`src/rtl/video_coord_tracker_pkg.sv`:
```
// Shared definitions for the video coordinate tracker: pixel width, FSM
// state encoding and error-flag bit positions.
package video_coord_tracker_pkg;

  localparam int PIXEL_SIZE = 24;
  localparam int COORD_W    = 16;

  typedef enum logic {
    WAIT_SOF = 1'b0,
    ACTIVE   = 1'b1
  } state_t;

  localparam int ERR_SHORT = 0;
  localparam int ERR_LONG  = 1;
  localparam int ERR_SOF   = 2;

endpackage

```
`src/rtl/axis_skid_buffer.sv`:
```
// Two-entry AXI4-Stream skid buffer: a registered output stage plus one skid
// slot, with a registered ready that drops only once the skid slot is full.
module axis_skid_buffer #(
  parameter int WIDTH = 8
) (
  input  logic             clk,
  input  logic             reset_n,
  input  logic [WIDTH-1:0] i_s_data,
  input  logic             i_s_valid,
  output logic             o_s_ready,
  output logic [WIDTH-1:0] o_m_data,
  output logic             o_m_valid,
  input  logic             i_m_ready
);

  logic [WIDTH-1:0] r_out_data;
  logic [WIDTH-1:0] r_skid_data;
  logic             r_out_valid;
  logic             r_skid_valid;
  logic             r_ready;
  logic             w_in_acc;
  logic             w_out_free;

  assign w_in_acc   = i_s_valid & r_ready;
  assign w_out_free = ~r_out_valid | i_m_ready;

  // Control stage: valids and registered ready are the only reset state
  always_ff @(posedge clk) begin
    if (!reset_n) begin
      r_out_valid  <= 1'b0;
      r_skid_valid <= 1'b0;
      r_ready      <= 1'b0;
    end else if (w_out_free) begin
      r_out_valid  <= r_skid_valid | w_in_acc;
      r_skid_valid <= 1'b0;
      r_ready      <= 1'b1;
    end else if (w_in_acc) begin
      r_skid_valid <= 1'b1;
      r_ready      <= 1'b0;
    end
  end

  // Data stage: skid contents drain first so ordering is preserved
  always_ff @(posedge clk) begin
    if (w_out_free) begin
      if (r_skid_valid) begin
        r_out_data <= r_skid_data;
      end else if (w_in_acc) begin
        r_out_data <= i_s_data;
      end
    end
    if (!w_out_free && w_in_acc) begin
      r_skid_data <= i_s_data;
    end
  end

  assign o_s_ready = r_ready;
  assign o_m_data  = r_out_data;
  assign o_m_valid = r_out_valid;

endmodule

```
`src/rtl/video_coord_tracker.sv`:
```
// Passes the AXI4-Stream video feed through a skid buffer and tracks the
// column/row of every in-frame beat, with frame pulses and sticky errors.
module video_coord_tracker
  import video_coord_tracker_pkg::*;
#(
  parameter int ACTIVE_COLS = 640,
  parameter int ACTIVE_ROWS = 480
) (
  input  logic                  clk,
  input  logic                  reset_n,
  input  logic [PIXEL_SIZE-1:0] s_axis_tdata,
  input  logic                  s_axis_tvalid,
  output logic                  s_axis_tready,
  input  logic                  s_axis_tuser,
  input  logic                  s_axis_tlast,
  output logic [PIXEL_SIZE-1:0] m_axis_tdata,
  output logic                  m_axis_tvalid,
  output logic                  m_axis_tuser,
  output logic                  m_axis_tlast,
  input  logic                  m_axis_tready,
  output logic                  pix_en,
  output logic [COORD_W-1:0]    pix_col,
  output logic [COORD_W-1:0]    pix_row,
  output logic [PIXEL_SIZE-1:0] pix_data,
  output logic                  frame_start,
  output logic                  frame_done,
  output logic [2:0]            err_flags,
  input  logic                  clear_err
);

  localparam logic [COORD_W-1:0] LP_COLS    = COORD_W'(ACTIVE_COLS);
  localparam logic [COORD_W-1:0] LP_COLS_M1 = COORD_W'(ACTIVE_COLS - 1);
  localparam logic [COORD_W-1:0] LP_ROWS_M1 = COORD_W'(ACTIVE_ROWS - 1);

  state_t                r_state;
  logic [COORD_W-1:0]    r_col;
  logic [COORD_W-1:0]    r_row;
  logic                  r_pix_en_p1;
  logic [COORD_W-1:0]    r_pix_col_p1;
  logic [COORD_W-1:0]    r_pix_row_p1;
  logic [PIXEL_SIZE-1:0] r_pix_data_p1;
  logic                  r_frame_start_p1;
  logic                  r_frame_done_p1;
  logic [2:0]            r_err;

  logic                  w_acc;
  logic                  w_counting;
  logic [COORD_W-1:0]    w_col_eff;
  logic [COORD_W-1:0]    w_row_eff;
  logic                  w_last_row;
  logic [2:0]            w_err_new;
  logic [PIXEL_SIZE+1:0] w_skid_in;
  logic [PIXEL_SIZE+1:0] w_skid_out;

  function automatic logic [COORD_W-1:0] sat_inc(input logic [COORD_W-1:0] v);
    return (v == {COORD_W{1'b1}}) ? v : v + 1'b1;
  endfunction

  assign w_skid_in = {s_axis_tuser, s_axis_tlast, s_axis_tdata};

  axis_skid_buffer #(
    .WIDTH (PIXEL_SIZE + 2)
  ) u_skid (
    .clk       (clk),
    .reset_n   (reset_n),
    .i_s_data  (w_skid_in),
    .i_s_valid (s_axis_tvalid),
    .o_s_ready (s_axis_tready),
    .o_m_data  (w_skid_out),
    .o_m_valid (m_axis_tvalid),
    .i_m_ready (m_axis_tready)
  );

  assign m_axis_tuser = w_skid_out[PIXEL_SIZE+1];
  assign m_axis_tlast = w_skid_out[PIXEL_SIZE];
  assign m_axis_tdata = w_skid_out[PIXEL_SIZE-1:0];

  // An SOF beat restarts the coordinates before the beat itself is counted
  always_comb begin
    w_acc      = s_axis_tvalid & s_axis_tready;
    w_counting = w_acc & (s_axis_tuser | (r_state == ACTIVE));
    w_col_eff  = s_axis_tuser ? '0 : r_col;
    w_row_eff  = s_axis_tuser ? '0 : r_row;
    w_last_row = (w_row_eff == LP_ROWS_M1);
    w_err_new  = '0;
    w_err_new[ERR_SOF]   = w_acc & s_axis_tuser & (r_state == ACTIVE) &
                           ((r_col != '0) | (r_row != '0));
    w_err_new[ERR_LONG]  = w_counting & (w_col_eff >= LP_COLS);
    w_err_new[ERR_SHORT] = w_counting & s_axis_tlast & (w_col_eff < LP_COLS_M1);
  end

  // Stage p1: registered strobe, coordinates and frame pulses
  always_ff @(posedge clk) begin
    if (!reset_n) begin
      r_state          <= WAIT_SOF;
      r_col            <= '0;
      r_row            <= '0;
      r_pix_en_p1      <= 1'b0;
      r_pix_col_p1     <= '0;
      r_pix_row_p1     <= '0;
      r_pix_data_p1    <= '0;
      r_frame_start_p1 <= 1'b0;
      r_frame_done_p1  <= 1'b0;
      r_err            <= '0;
    end else begin
      r_pix_en_p1      <= w_counting;
      r_frame_start_p1 <= w_counting & s_axis_tuser;
      r_frame_done_p1  <= w_counting & s_axis_tlast & w_last_row;
      r_err            <= clear_err ? w_err_new : (r_err | w_err_new);
      if (w_counting) begin
        r_pix_col_p1  <= w_col_eff;
        r_pix_row_p1  <= w_row_eff;
        r_pix_data_p1 <= s_axis_tdata;
        if (s_axis_tlast) begin
          r_col <= '0;
          if (w_last_row) begin
            r_state <= WAIT_SOF;
            r_row   <= '0;
          end else begin
            r_state <= ACTIVE;
            r_row   <= sat_inc(w_row_eff);
          end
        end else begin
          r_state <= ACTIVE;
          r_col   <= sat_inc(w_col_eff);
          r_row   <= w_row_eff;
        end
      end
    end
  end

  assign pix_en      = r_pix_en_p1;
  assign pix_col     = r_pix_col_p1;
  assign pix_row     = r_pix_row_p1;
  assign pix_data    = r_pix_data_p1;
  assign frame_start = r_frame_start_p1;
  assign frame_done  = r_frame_done_p1;
  assign err_flags   = r_err;

endmodule

```
`config.mk`:
```
export PLATFORM = sky130hd
export DESIGN_NAME = video_coord_tracker
export DESIGN_NICKNAME = d
export VERILOG_FILES = /design/src/rtl/video_coord_tracker_pkg.sv /design/src/rtl/axis_skid_buffer.sv /design/src/rtl/video_coord_tracker.sv
export SDC_FILE = /design/constraint.sdc
export NUM_CORES = 1
export LEC_CHECK = 0
export ABC_AREA = 1
export ABC_CLOCK_PERIOD_IN_PS = 2310
export CAP_MARGIN = 20
export CELL_PAD_IN_SITES_DETAIL_PLACEMENT = 0
export CELL_PAD_IN_SITES_GLOBAL_PLACEMENT = 1
export CORE_ASPECT_RATIO = 0.5
export CORE_UTILIZATION = 35
export CTS_CLUSTER_DIAMETER = 50
export DETAILED_ROUTE_END_ITERATION = 12
export PLACE_DENSITY = 0.85
export SYNTH_ARGS = -nofsm -noshare
export SYNTH_HDL_FRONTEND = slang
export SYNTH_HIERARCHICAL = 1
export SYNTH_SLANG_ARGS = --single-unit
```
`constraint.sdc`:
```
create_clock -name clk -period 2.31 [get_ports clk]
set_clock_uncertainty 0.15 [all_clocks]
set_input_delay 0.3465 -clock clk [delete_from_list [all_inputs] [get_ports clk]]
set_output_delay 0.3465 -clock clk [all_outputs]
set_load 0.05 [all_outputs]
```
==> flow_summary.ini, run 1 <==
[logic_synthesis]
syn_avg_cell_area_um2 = 7.74
syn-num-nets = 923
yosys_register_bits = 150
synth_area_leaders = dfxtp_1 (29%), edfxtp_1 (23%), nand2_1 (17%), nor2_1 (5.7%), a21oi_1 (5.0%)
yosysTopAreaCellShare = 0.285
synth.distinct_cells = 34
seq_area_frac_synth = 0.512
yosys_warnings = 6
synthesis.area_um2 = 6880
synthCells = 889
yosysTopAreaCell = dfxtp_1

[setup_path]
r2r-end = r_row[15]$_SDFFE_PN0P_
r2r_setup_slack_ns = 0.15
timing.rr.start = r_row[0]$_SDFFE_PN0P_
crit_path_frequent_cell = nand2_1
max_stage_delay_ns = 0.41
cp-start-kind = register
crit_family = simple AND/OR/NAND/NOR gates
cp-end-kind = register
cpMaxStageDelayCell = dfxtp_1
crit_path_max_fanout = 6
crit_type = register to register
cp.arrival_ns = 2.35
required_ns = 2.51
worstPathCellList = inv_1 -> nor2_1 -> ha_1 -> nand4_1 -> buf_4 -> nor2_1 -> nand3_2 -> nand3_1 -> nand2_1 -> nand2_1 -> nand2_1 -> a21oi_1
cp_num_buf_inv = 2
ff2ff_path_depth = 12

[run]
maxCapViolations = 0

[sta]
setup_viol_count_final = 0
period_share = 0.934
rsz0062_at_grt = false
tightest_slew_ns = 0.545
drv_slew = 0
finalSetupTns_ns = 0
relSlewSlack = 0.636
layout_setup_ws_ns = 0.153
fmax_ghz = 0.464
fin_crit_ns = 2.16
hold_viol = 0

[final_layout]
mostFrequentLayoutCell = nand2_1
syn_to_final_growth_pct = 38.0
stdcell_area_um2 = 9490
num_antenna_cells = 0
nets = 1111
utilization = 0.504
most-common-layout-cells = nand2_1 (305), clkdlybuf4s50_1 (119), nor2_1 (102), dfxtp_1 (97), buf_4 (86)
drive_gt1_frac = 0.150

[floorplanning]
die_w_um = 200
die_area_um2 = 20200
start_util = 0.365
die_y_um = 101
ios = 121
rows = 35
core_um2 = 18800

[detailed_routing]
wl_per_cell_um = 14.1
ant_nets = 0
dr.pass1.iters = 4
wl_um = 19000
vias = 6387
dr.first_iter.drc_count = 328
vias_per_cell = 4.73
drc = 0

[clock_tree]
clk_pin_slew_worst_paths_ns = 0.06
post_cts_buffers = 0
cts_tree = built
cts_buffer_depth = 2
cts_root_buffer = clkbuf_16
cts.sinks = 150
clock_latency_ns = 0.42
h-tree-depth = 4
cts_made_buffers = 17
hold_buffers = 0

[place]
gp_congestion = 0.923
portBuffers = 120
place_area_um2 = 8880
dp_hpwl_um = 13700
dpl_worst_slack_ns = -0.426

[grt]
grt_pass1_vias = 6113
grt_max_degree = 35
grt_usage = 0.197
grt_pass1_wl_um = 31300
antenna_found_initial = 0
gr-total-overflow = 0

[hold_path]
min_to = pix_col[12]$_SDFFE_PN0P_
min_from = pix_col[12]$_SDFFE_PN0P_
hold_depth = 2
worst_hold_path_type = register to register

[outcome]
status = completed

[power]
peakVddDrop_mv = 0.446
total_power_mw = 6.27
p_leak_nw = 3.75
power_density_nw_per_um2 = 661
worst max path at each step:
stage,startpoint,end,slack [ns],cells past startpoint
final,r_row[0]$_SDFFE_PN0P_,r_row[15]$_SDFFE_PN0P_,0.15,12
after global routing,r_row[0]$_SDFFE_PN0P_,r_row[8]$_SDFFE_PN0P_,0.009,12
after CTS,r_row[1]$_SDFFE_PN0P_,r_row[15]$_SDFFE_PN0P_,0.14,12
after detailed placement,s_axis_tuser,r_row[15]$_SDFFE_PN0P_,-0.43,12
after global placement,s_axis_tuser,r_row[14]$_SDFFE_PN0P_,-0.38,12
after floorplan,s_axis_tuser,r_col[0]$_SDFFE_PN0P_,0.14,15
cell usage after synthesis:
master and n:
edfxtp_1 52, nor2b_1 1, inv_6 1, dfxtp_1 98, inv_1 54, o21ai_0 30, nand4_1 17, nand3b_1 3
clkbuf_1 17, a32oi_1 1, buf_6 8, o21ai_1 3, nand3_1 41, nor3_1 9, ha_1 3, nor3_4 1
buf_2 12, nor4_1 8, o21a_1 1, nand2_1 305, o211ai_1 1, nor2_1 104, inv_2 7, xor2_1 6
buf_4 2, a21oi_1 69, buf_1 1, nor2_2 11, xnor2_1 4, a21oi_4 1, nor2_4 4, nand3_2 2
nand3_4 1, nand2_2 11
sequential cells by signal (all words and copies together), names as in the netlist, 3 cells and up:
register            count
pix_col                16
u_skid/o_m_data        26
r_col                  16
r_row                  16
err_flags               3
pix_data               24
pix_row                16
u_skid/r_skid_data     26
cells by family (layout without fill, tap and decap cells):
group | count (synthesis) | in the layout | share of synthesized area
and+or+nand+nor | 518 | 518 | 0.321
DFF | 150 | 150 | 0.512
AOI/OAI and AO/OA | 106 | 106 | 0.0801
buffers and inverters | 102 | 303 | 0.0684
xor gates and xnor gates | 10 | 10 | 0.0127
adders and majority gates | 3 | 3 | 0.00546
timing repair:
action / CTS / global route
endpoints found under the setup margin: 3 / 7
pin swaps: 0 / 1
cloned: 0 / 0
gates resized for setup: 1 / 1
metal layers:
layer	share of wire	vias to the layer above	wire [µm]	track usage
li1	-	3247	-	-
met2	0.44	155	8310	0.314
met1	0.50	2967	9580	0.264
met3	0.050	18	961	0.0472
met5	0	-	0	0
met4	0.010	0	194	0.0651
power breakdown:
group	internal (mW)	switching (mW)	total (mW)
sequential	2.79	0.0244	2.82
clock	1.64	1.23	2.88
combinational	0.195	0.386	0.581
total	4.63	1.64	6.27
metrics by stage:
stage                     hold WS [ns]  instances
after CTS                        0.316       1349
final                            0.311       1349
after global routing             0.328       1349
after detailed placement         0.304       1317
after floorplan                  0.295        889
after global placement           0.299       1317
layout make-up:
type,instances,area (µm²)
Inverter,62,238
Multi-Input combinational cell,637,2890
Clock inverter,15,183
Tap cell,259,324
Timing Repair Buffer,209,1910
Clock buffer,17,425
Fill cell,1801,9340
Sequential cell,150,3520
worst reg2reg max path: cells and delay by family (launching register included):
kind            cells  cell delay, ns
buf+inv             2            0.23
fa+ha+maj           1            0.22
compound gates      1            0.14
simple gates        8            0.96
flops               1            0.41
Note: power is estimated with default switching activity, not from simulation.
==> run 2, diff against run 1 <==
Settings changed: CELL_PAD_IN_SITES_DETAIL_PLACEMENT 0 to 1, SYNTH_HIERARCHICAL 1 to default.
==> flow_summary.ini, run 2 <==
[power]
p_leak_nw = 3.77
combPwrFrac = 0.106
total_power_mw = 6.24
power_frac_seq = 0.453
peakVddDrop_mv = 0.460
clkPwrFrac = 0.441
p_switching_mw = 1.71
power_density_nw_per_um2 = 645
p_int_mw = 4.54
swShare = 0.273

[place]
dp.cells = 1313
place_area_um2 = 9030
dp_hpwl_um = 16500
gp_congestion = 0.888
dpl_worst_slack_ns = -0.343
portBuffers = 120

[detailed_routing]
wl_per_cell_um = 17.2
dr.pass1.iters = 5
dr.first_iter.drc_count = 323
wl_um = 23200
vias = 6748
vias_per_cell = 5.00
ant_nets = 0
drc = 0

[final_layout]
multi_input_area_um2 = 3110
final_cells = 1350
nets = 1105
drive_gt1_frac = 0.178
num_antenna_cells = 0
most-common-layout-cells = nand2_1 (290), clkdlybuf4s50_1 (120), dfxtp_1 (98), nor2_1 (83), buf_4 (79)
mostFrequentLayoutCell = nand2_1
register_area_um2 = 3520
fill_cells = 2387
syn_to_final_growth_pct = 36.8
stdcell_area_um2 = 9670

[logic_synthesis]
synth.distinct_cells = 38
syn-num-nets = 924
synth_top_family_by_area = simple AND/OR/NAND/NOR gates
yosysTopAreaCell = dfxtp_1
synth_common_cells = nand2_1 (290), dfxtp_1 (98), nor2_1 (86)
synth_edf_count = 52
yosysTopAreaCellShare = 0.278
synthAdderAreaFrac = 0.00531
synth_compound_area_frac = 0.0846
synthMostInstantiatedCell = nand2_1
synthMuxAreaShare = 0
synth_area_leaders = dfxtp_1 (28%), edfxtp_1 (22%), nand2_1 (15%), a21oi_1 (4.8%), nor2_1 (4.6%)
seq_area_frac_synth = 0.498
syn_avg_cell_area_um2 = 7.94
yosys.area_share.simple = 0.333
synthCells = 890
synth_ff_type = dfxtp_1
yosys.area_share.xor_xnor = 0.0112
synthesis.area_um2 = 7070
yosys_warnings = 0
async_flop_share = 0
yosys_register_bits = 150

[floorplanning]
start_util = 0.360
core_um2 = 19600
die_y_um = 102
ios = 121
die_area_um2 = 20800
rows = 36
die_w_um = 203

[grt]
grt_max_degree = 40
antenna_found_initial = 0
grt_pass1_vias = 6759
grt_pass1_wl_um = 36400
grt_usage = 0.225
gr-total-overflow = 0

[clock_tree]
cts.sinks = 150
cts_made_buffers = 17
clk_pin_slew_worst_paths_ns = 0.06
cts_root_buffer = clkbuf_16
cts_tree = built
clock_latency_ns = 0.43
cts_buffer_depth = 2
h-tree-depth = 4

[setup_path]
required_ns = 2.46
cp-start-kind = primary input
timing.rr.start = r_row[1]$_SDFFE_PN0P_
cp.arrival_ns = 2.41
crit_path_max_fanout = 12
crit_type = primary input to register
r2r-end = r_row[1]$_SDFFE_PN0P_
cp-end-kind = register
ff2ff_path_depth = 11
r2r_setup_slack_ns = 0.14

[sta]
drv_slew = 0
tightest_slew_ns = 0.568
period_share = 0.976
relSlewSlack = 0.620
fmax_ghz = 0.443
fin_crit_ns = 2.26
layout_setup_ws_ns = 0.0545
finalSetupTns_ns = 0
hold_viol = 0
setup_viol_count_final = 0

[hold_path]
min_to = pix_row[12]$_SDFFE_PN0P_
worst_hold_path_type = register to register
hold_depth = 2
min_from = pix_row[12]$_SDFFE_PN0P_

[outcome]
status = completed

[run]
maxCapViolations = 0
-- run 2: how the worst max path moves through the flow --
| stage | from | cells after the start | end |
|---|---|---|---|
| final | s_axis_tuser | 12 | r_row[1]$_SDFFE_PN0P_ |
| after global routing | s_axis_tuser | 12 | r_row[11]$_SDFFE_PN0P_ |
| after CTS | s_axis_tuser | 12 | r_row[15]$_SDFFE_PN0P_ |
| after detailed placement | s_axis_tuser | 12 | r_row[5]$_SDFFE_PN0P_ |
| after global placement | s_axis_tuser | 12 | r_col[0]$_SDFFE_PN0P_ |
| after floorplan | u_skid.o_s_ready$_SDFFE_PN0P_ | 2 | u_skid.r_skid_data[0]$_DFFE_PP_ |
-- run 2: worst max-delay path: stages --
cell	delay [ns]
clkdlybuf4s50_1	0.47
buf_4	0.19
nor2_1	0.20
ha_2	0.26
nand3_4	0.14
nor2_4	0.16
nand4_4	0.20
buf_4	0.21
nand2_1	0.05
nand2_1	0.05
nand3_1	0.06
a21oi_1	0.06
-- run 2: metal layers --
| metal | GRT usage | wire length (µm) | vias up |
|---|---|---|---|
| li1 | - | - | 3258 |
| met1 | 0.290 | 10800 | 3310 |
| met2 | 0.394 | 11300 | 153 |
| met3 | 0.0402 | 875 | 27 |
| met4 | 0.0567 | 297 | 0 |
| met5 | 0 | 0 | - |
-- run 2: stage by stage --
step,utilization,hold WS (ns)
2_1_floorplan,-,0.295
3_3_place_gp,0.460,0.298
3_5_place_dp,0.460,0.304
4_1_cts,0.489,0.314
5_1_grt,0.492,0.332
6_report,0.492,0.311
-- run 2: power by group through the flow --
stage | registers, mW | logic (mW) | clock network [mW]
after global routing | 2.83 | 0.703 | 2.93
after floorplan | 3.07 | 0.195 | 0
after CTS | 2.83 | 0.668 | 2.80
after detailed placement | 2.89 | 0.662 | 0
after global placement | 2.88 | 0.644 | 0
final | 2.83 | 0.664 | 2.75
-- run 2: kinds of logic after synthesis --
family / count (synthesis)
AOI/OAI and AO/OA: 115
adders and majority gates: 3
and+or+nand+nor: 506
buffers and inverters: 107
DFF: 150
xor gates and xnor gates: 9
-- run 2: area by class of cell --
cell class,count,share of cell area
Clock inverter,14,0.0146
Clock buffer,18,0.0444
Inverter,65,0.0252
Timing Repair Buffer,204,0.196
Multi-Input combinational cell,633,0.321
Tap cell,266,0.0344
Sequential cell,150,0.364
-- run 2: what timing repair did --
| item | 4_1_cts | 5_1_grt |
|---|---|---|
| hold buffers | 0 | 0 |
| pin swaps | 0 | 1 |
| endpoints found under the hold margin | 0 | 0 |
| cloned | 0 | 0 |
| buffers inserted | 0 | 5 |
| resized for setup | 1 | 6 |
| setup endpoints to repair | 1 | 19 |
==> run 3, diff against run 2 <==
Settings changed: CAP_MARGIN 20 to 10.
==> results of run 3 <==
No change in the layout: final DEF, timing and power equal those of run 2.
